### config.mk
export PLATFORM = sky130hd
export DESIGN_NAME = bsg_fifo_to_m_axi_lite_sync
export DESIGN_NICKNAME = d
export VERILOG_FILES = /design/src/rtl/bsg_fifo_to_m_axi_lite_sync.sv
export SDC_FILE = /design/constraint.sdc
export NUM_CORES = 1
export LEC_CHECK = 0
export ABC_AREA = 1
export CORE_MARGIN = 2
export CORE_UTILIZATION = 40
export DETAILED_ROUTE_END_ITERATION = 8
export PLACE_DENSITY = 0.86
export SLEW_MARGIN = 40
export SYNTH_ARGS = -nofsm -noshare
export SYNTH_HDL_FRONTEND = slang
export SYNTH_SLANG_ARGS = --single-unit
### constraint.sdc
create_clock -name clk_i -period 1.6 [get_ports clk_i]
set_input_delay 0.32 -clock clk_i [delete_from_list [all_inputs] [get_ports clk_i]]
set_output_delay 0.32 -clock clk_i [all_outputs]
set_load 0.03 [all_outputs]
### src/rtl/bsg_fifo_to_m_axi_lite_sync.sv
// Bridges a single-outstanding command/response FIFO interface onto an AXI4-Lite manager port.
// Tracks non-OKAY responses in a saturating error counter.
module bsg_fifo_to_m_axi_lite_sync #(
    parameter int addr_width_p      = 32,
    parameter int data_width_p      = 32,
    parameter int err_count_width_p = 8
) (
    input  logic                         clk_i,
    input  logic                         reset_n_i,
    input  logic                         v_i,
    input  logic                         w_i,
    input  logic [addr_width_p-1:0]      addr_i,
    input  logic [data_width_p-1:0]      data_i,
    input  logic [data_width_p/8-1:0]    wstrb_i,
    output logic                         ready_o,
    output logic                         v_o,
    output logic [data_width_p-1:0]      data_o,
    output logic [1:0]                   resp_o,
    input  logic                         yumi_i,
    output logic [addr_width_p-1:0]      awaddr_o,
    output logic [2:0]                   awprot_o,
    output logic                         awvalid_o,
    input  logic                         awready_i,
    output logic [data_width_p-1:0]      wdata_o,
    output logic [data_width_p/8-1:0]    wstrb_o,
    output logic                         wvalid_o,
    input  logic                         wready_i,
    input  logic [1:0]                   bresp_i,
    input  logic                         bvalid_i,
    output logic                         bready_o,
    output logic [addr_width_p-1:0]      araddr_o,
    output logic [2:0]                   arprot_o,
    output logic                         arvalid_o,
    input  logic                         arready_i,
    input  logic [data_width_p-1:0]      rdata_i,
    input  logic [1:0]                   rresp_i,
    input  logic                         rvalid_i,
    output logic                         rready_o,
    output logic [err_count_width_p-1:0] err_count_o
);

    typedef enum logic [2:0] {IDLE, WR_REQ, WR_RESP, RD_REQ, RD_RESP, RESP} state_e;

    state_e                         state_q, state_d;
    logic [addr_width_p-1:0]        addr_q;
    logic [data_width_p-1:0]        wdata_q, data_q;
    logic [data_width_p/8-1:0]      wstrb_q;
    logic [1:0]                     resp_q;
    logic                           awvalid_q, wvalid_q;
    logic [err_count_width_p-1:0]   err_q, err_d;

    logic accept, b_cap, r_cap;
    logic [1:0] cap_resp;

    assign accept   = v_i & ready_o;
    assign b_cap    = (state_q == WR_RESP) & bvalid_i;
    assign r_cap    = (state_q == RD_RESP) & rvalid_i;
    assign cap_resp = b_cap ? bresp_i : rresp_i;

    // NOTE: sequential state uses non-blocking assignments so every flop samples pre-edge values.
    always_ff @(posedge clk_i or negedge reset_n_i) begin
        if (!reset_n_i) state_q <= IDLE;
        else            state_q <= state_d;
    end

    // NOTE: every combinational output gets a default first so no path infers a latch.
    always_comb begin
        state_d = state_q;
        unique case (state_q)
            IDLE:    if (v_i)        state_d = w_i ? WR_REQ : RD_REQ;
            WR_REQ:  if ((!awvalid_q || awready_i) && (!wvalid_q || wready_i))
                                     state_d = WR_RESP;
            WR_RESP: if (bvalid_i)   state_d = RESP;
            RD_REQ:  if (arready_i)  state_d = RD_RESP;
            RD_RESP: if (rvalid_i)   state_d = RESP;
            RESP:    if (yumi_i)     state_d = IDLE;
            default:                 state_d = IDLE;
        endcase
    end

    // ready_o is gated by reset so the FIFO side sees no accept while reset is held.
    always_comb begin
        ready_o   = 1'b0;
        bready_o  = 1'b0;
        arvalid_o = 1'b0;
        rready_o  = 1'b0;
        v_o       = 1'b0;
        unique case (state_q)
            IDLE:    ready_o   = reset_n_i;
            WR_RESP: bready_o  = 1'b1;
            RD_REQ:  arvalid_o = 1'b1;
            RD_RESP: rready_o  = 1'b1;
            RESP:    v_o       = 1'b1;
            default: ;
        endcase
    end

    always_comb begin
        err_d = err_q;
        if ((b_cap || r_cap) && (cap_resp != 2'b00) && (err_q != '1))
            err_d = err_q + err_count_width_p'(1);
    end

    // NOTE: the captured payload registers are reset too, so a reset leaves data_o/resp_o at zero.
    always_ff @(posedge clk_i or negedge reset_n_i) begin
        if (!reset_n_i) begin
            addr_q    <= '0;
            wdata_q   <= '0;
            wstrb_q   <= '0;
            awvalid_q <= 1'b0;
            wvalid_q  <= 1'b0;
            data_q    <= '0;
            resp_q    <= 2'b00;
            err_q     <= '0;
        end else begin
            if (accept) begin
                addr_q  <= addr_i;
                wdata_q <= data_i;
                wstrb_q <= wstrb_i;
            end
            if (accept)         awvalid_q <= w_i;
            else if (awready_i) awvalid_q <= 1'b0;
            if (accept)         wvalid_q  <= w_i;
            else if (wready_i)  wvalid_q  <= 1'b0;
            if (b_cap) begin
                data_q <= '0;
                resp_q <= bresp_i;
            end else if (r_cap) begin
                data_q <= rdata_i;
                resp_q <= rresp_i;
            end
            err_q <= err_d;
        end
    end

    assign awaddr_o    = addr_q;
    assign araddr_o    = addr_q;
    assign wdata_o     = wdata_q;
    assign wstrb_o     = wstrb_q;
    assign awvalid_o   = awvalid_q;
    assign wvalid_o    = wvalid_q;
    assign awprot_o    = 3'b000;
    assign arprot_o    = 3'b000;
    assign data_o      = data_q;
    assign resp_o      = resp_q;
    assign err_count_o = err_q;

endmodule

## Yosys cells after proc, flatten, opt, wreduce, memory -nomap -nowiden

Cells that the tools add are included.
W data, S select, Z words.

- $add $sub $neg: 1
- Reduce and logical (&&, ||, !) cells: 14
- Muxes and demuxes: 22
- Equal/unequal tests: 12
- Bitwise operators: 3

Operators by type and width:

| cell | count |
|---|---|
| $mux W32 | 2 |
| $mux W3 | 6 |
| $pmux W3 S6 | 1 |
| $ne A2 B2 Y1 const B | 6 |
| $mux W1 | 9 |
| $add A8 B1 Y8 const B | 1 |
| $mux W2 | 4 |
| $ne A8 B8 Y1 const B | 1 |
| $reduce_bool A2 Y1 | 4 |
| $eq A3 B2 Y1 const B | 2 |
| $eq A3 B3 Y1 const B | 2 |
| $reduce_and A6 Y1 | 1 |
| $and A1 B1 Y1 | 3 |
| $eq A3 B1 Y1 const B | 1 |
| $logic_and A1 B1 Y1 | 3 |
| $logic_not A3 Y1 | 1 |
| $logic_or A1 B1 Y1 | 3 |
| $logic_not A1 Y1 | 2 |

- Output and inout port bits: 155
- Register bits after elaboration: 115
- Word-level logic and storage cells: 61

## Logic depth before layout (Yosys ltp)

Gate-level depths: netlist of the first run.

- Depth in word-level cells: 6
- Mapped depth: 10
- Depth with buffers taken out: 10

## Worst setup path before layout of the first run

No wires, ideal clock.

- Path kind: register to register
- From: register err_q[0] (netlist: err_count_o[0])
- To: register err_q[4] (netlist: err_count_o[4])
- Required time: 1535 ps
- Slack: -26 ps
- Buffers on the path: 0
- Period minus slack after synthesis: 1626 ps
- Arrival time: 1561 ps
- Stages on the path, launching flop included: 8
- Path through: dfrtp_1 > ha_1 > nand2_1 > nor3_1 > nand2_1 > o21ai_2 > nand2_1 > nand2_1

- Word-level cells in the longest chain between the ends: 2
- Elaborated cells between the ends (all ways): 3
- Those cells by class: add/sub: 1; eq/ne: 1; reduce/logical: 1

RTL lines:

| what | line | RTL |
|---|---|---|
| start, declared | 50 | `logic [err_count_width_p-1:0] err_q, err_d;` |
| start signal, assigned | 132 | `err_q <= err_d;` |
| branches (longest 2 deep; another with $add A8 B1 Y8) | n/a |  |

Several ways; the timed one is not identified.
A chain may end at the register's enable or synchronous reset.

## Worst setup path in the final report of the first run

- From: register state_q[1]
- To: output bready_o

- Word-level cells in the longest chain between the ends: 2

RTL lines:

| what | line | RTL |
|---|---|---|
| start, declared | 44 | `state_e state_q, state_d;` |
| start signal, assigned | 63 | `else state_q <= state_d;` |
| $eq A3 B2 Y1 | 88 | `unique case (state_q)` |
| $mux W1 | 88 |  |
| end, declared | 30 | `output logic bready_o,` |

Every way passes these cells.

==> results.py, run 1 <==
metrics = {
    "status": {
        "outcome": "finished, violations left",
        "violations": "negative hold slack, negative setup slack",
    },
    "global_route": {
        "grt_usage_pct": 23.0,
        "first_global_vias": 4730,
        "antenna_found_initial": 0,
        "grt_first_pass_wirelength_microns": 23700,
        "grt.overflow.total": 0,
        "grt_max_degree": 116,
    },
    "clocking": {
        "clock_sinks": 115,
        "cts.hold.buffers_added": 0,
        "clockBufferDepth": 2,
        "clk_latency_ns": 0.42,
        "numCtsBuffers": 17,
        "cts_tree": "yes",
        "clk_pin_slew_ns": 0.05,
        "ctsRootBufferMaster": "clkbuf_16",
        "htree_levels": 4,
    },
    "run": {
        "drv_cap": 0,
    },
    "sta": {
        "finalHoldViolCount": 20,
        "rsz0062_at_grt": "yes",
        "post-route-period-util_pct": 104,
        "setup_ws_ns": -0.0720,
        "setup_viol": 4,
        "tns_ns": -0.242,
        "slew_viol_final": 0,
        "fmax_mhz": 598,
        "max_slew_margin_pct": 54.6,
        "fin_skew_ns": 0.00611,
        "worst_pin_slew_ns": 0.681,
        "post-route-min-period_ns": 1.67,
        "hold_slack_ns": -0.0558,
    },
    "die": {
        "dieArea_sq_mm": 0.0136,
        "start_util_pct": 40.6,
        "die_h_microns": 117,
        "core_sq_mm": 0.0125,
        "rows": 41,
        "ios": 269,
        "die_x_microns": 117,
    },
    "cells_and_area": {
        "drive_above_1_share_pct": 12.8,
        "fillers": 986,
        "antenna_cells": 0,
        "final_nets": 975,
        "final_core_util_pct": 67.8,
        "syn2layout_area_growth_pct": 66.8,
    },
    "setup_path": {
        "worstPathMaxFanout": 4,
        "path_cells": "inv_2 > nor2_4 > nand2_2 > inv_2 > buf_6",
        "required_ns": 1.28,
        "startpoint_type": "register",
        "cpPeakStageDelay_ns": 0.42,
        "endpoint_kind": "output port",
        "critPathArrivalTime_ns": 1.35,
        "critical_path_class": "register to output port",
        "crit_family": "flip-flops",
        "reg2reg_depth": 9,
        "rrSetupSlack_ns": 0.02,
        "slowest_stage": "dfrtp_2",
        "path_buf_inv": 3,
        "reg2reg_from": "state_q[2]",
        "crit_top_cell": "inv_2",
        "worstReg2RegEnd": "data_o[12]",
    },
    "logic_synthesis": {
        "synthArstFlopShare_pct": 100,
        "yosys.area.top_type": "dfrtp_1",
        "syn_area_sq_mm": 0.00506,
        "postSynthCellCount": 595,
        "synth_edf_count": 0,
        "avgSynthCellArea_sq_um": 8.51,
        "ys_top_cells_by_area": "dfrtp_1, nand2_1, buf_4",
        "synthTopCellsByCount": "nand2_1, dfrtp_1, inv_1, nand3_1, buf_4",
        "ys.flop_type": "dfrtp_1",
        "synth-seq-cells": 115,
        "synth_most_common_cell": "nand2_1",
        "synth.distinct_cells": 25,
        "yosysTopAreaCellShare_pct": 56.8,
        "yosys_warnings": 0,
        "yosysSeqAreaShare_pct": 56.8,
    },
    "routing": {
        "wl_per_cell_microns": 15.3,
        "drtAntennaViolNets": 0,
        "routed_wl_microns": 16000,
        "drcViolationCount": 0,
        "num_vias": 4871,
        "drt_iter0_drc": 308,
        "drt-vias-per-instance": 4.66,
        "drt_first_pass_iters": 4,
    },
    "pwr": {
        "internal_power_uw": 10100,
        "pwr-share-seq_pct": 27.6,
        "p_sw_share_pct": 44.0,
        "power.leakage_uw": 0.00450,
        "p_switching_uw": 7930,
        "power_uw": 18000,
        "clkPwrFrac_pct": 23.5,
        "combinationalPowerShare_pct": 48.9,
        "power_density_mw_per_mm2": 2130,
        "peakVddDrop_v": 0.00118,
    },
    "placement": {
        "io_buffer_count": 262,
        "gp_congestion": 0.834,
        "hpwl_microns": 10500,
        "preCtsSetupSlack_ns": 0.00668,
    },
    "min_path": {
        "hold_path.class": "primary input to asynchronous set/reset pin",
    },
}
[cells in the final DEF (no fill, tap or decap), types with 4 or more instances in the layout]
cell type / Yosys / final
inv_2: 2 / 6
nand2_1: 244 / 242
nand4_1: 5 / 5
inv_1: 52 / 47
conb_1: 1 / 6
dlygate4sd2_1: 0 / 136
buf_6: 2 / 5
dfrtp_2: 0 / 4
clkbuf_2: 0 / 7
nor2_1: 11 / 11
dfrtp_1: 115 / 111
o21ai_1: 12 / 21
clkbuf_16: 0 / 20
xor2_1: 4 / 4
clkinvlp_4: 0 / 4
clkdlybuf4s50_1: 0 / 112
bufinv_16: 0 / 5
buf_12: 0 / 5
o21ai_0: 25 / 16
buf_4: 39 / 35
nand3_1: 45 / 45
[flip-flops by register name, indices dropped and copies added, names as in the netlist]
register / cells
awvalid_o: 1
wvalid_o: 1
state_q: 3
data_o: 32
araddr_o: 32
resp_o: 2
wdata_o: 32
err_count_o: 8
wstrb_o: 4
[logic make-up after synthesis]
logic type / Yosys count / share of synthesized area, %
flip-flops: 115 / 56.8
AO/OA/AOI/OAI: 41 / 4.40
AND/OR/NAND/NOR: 315 / 25.5
other: 1 / 0.0740
XOR/XNOR: 5 / 0.865
adder cells (fa/ha/maj): 1 / 0.247
buffers and inverters: 117 / 12.1
[final cells by class]
cell class,instances,area [sq um],area share [%]
sequential,115,2880,34.1
timing repair buffer,304,2850,33.8
multi-input combinational,368,1620,19.2
clock buffer,20,467,5.52
tap,172,215,2.55
inverter,54,205,2.43
clock inverter,12,203,2.40
[worst reg2reg max path: stages (launching register included)]
cell and delay, ns:
dfrtp_2 0.45, buf_4 0.15, nand2_2 0.09, inv_2 0.06, buf_6 0.12, nand2_1 0.10, o21ai_4 0.08, buf_12 0.15
buf_4 0.15, o21ai_0 0.15
[what timing repair did]
action | in CTS | in global routing
gates cloned | 0 | 3
endpoints found under the setup margin | 149 | 106
setup buffers | 11 | 8
pin swaps | 4 | 7
gates resized for setup | 160 | 28
[worst max path at each step]
stage	endpoint	start	cells past startpoint	slack, ns
3_3_place_gp	data_o[14]	bvalid_i	5	0.03
4_1_cts	ready_o	state_q[1]	4	-0.11
3_5_place_dp	err_count_o[5]	rvalid_i	7	0.007
2_1_floorplan	v_o	state_q[0]	2	0.004
5_1_grt	rready_o	state_q[1]	4	-0.12
6_report	bready_o	state_q[1]	5	-0.07
[layer usage]
layer	share of wire [%]	GRT usage (%)	wire length, microns
met4	3.4	10.6	542
met2	52	39.7	8230
met3	6.6	7.37	1060
met5	0	0	0
met1	38	25.8	6140
[stage by stage]
stage                     instance area, sq um  cells
after floorplan                           5090    600
after global placement                    7700    991
final                                     8450   1045
after CTS                                 8310   1034
after global routing                      8450   1045
after detailed placement                  7700    991
[power by group through the flow]
stage | registers, uW | logic [uW] | clock network, uW
2_1_floorplan | 7320 | 3220 | 0
3_3_place_gp | 5010 | 9120 | 0
3_5_place_dp | 5040 | 9280 | 0
4_1_cts | 4980 | 8510 | 4330
5_1_grt | 5140 | 9400 | 4460
6_report | 4980 | 8810 | 4250
(Power assumes the default switching activity.)
==> run 2, diff against run 1 <==
--- a/config.mk
+++ b/config.mk
@@ -6,6 +6,7 @@
 export NUM_CORES = 1
 export LEC_CHECK = 0
 export ABC_AREA = 1
+export CAP_MARGIN = 20
 export CORE_MARGIN = 2
 export CORE_UTILIZATION = 40
 export DETAILED_ROUTE_END_ITERATION = 8
==> results of run 2 <==
Final layout, timing and power as in run 1 (identical DEF).
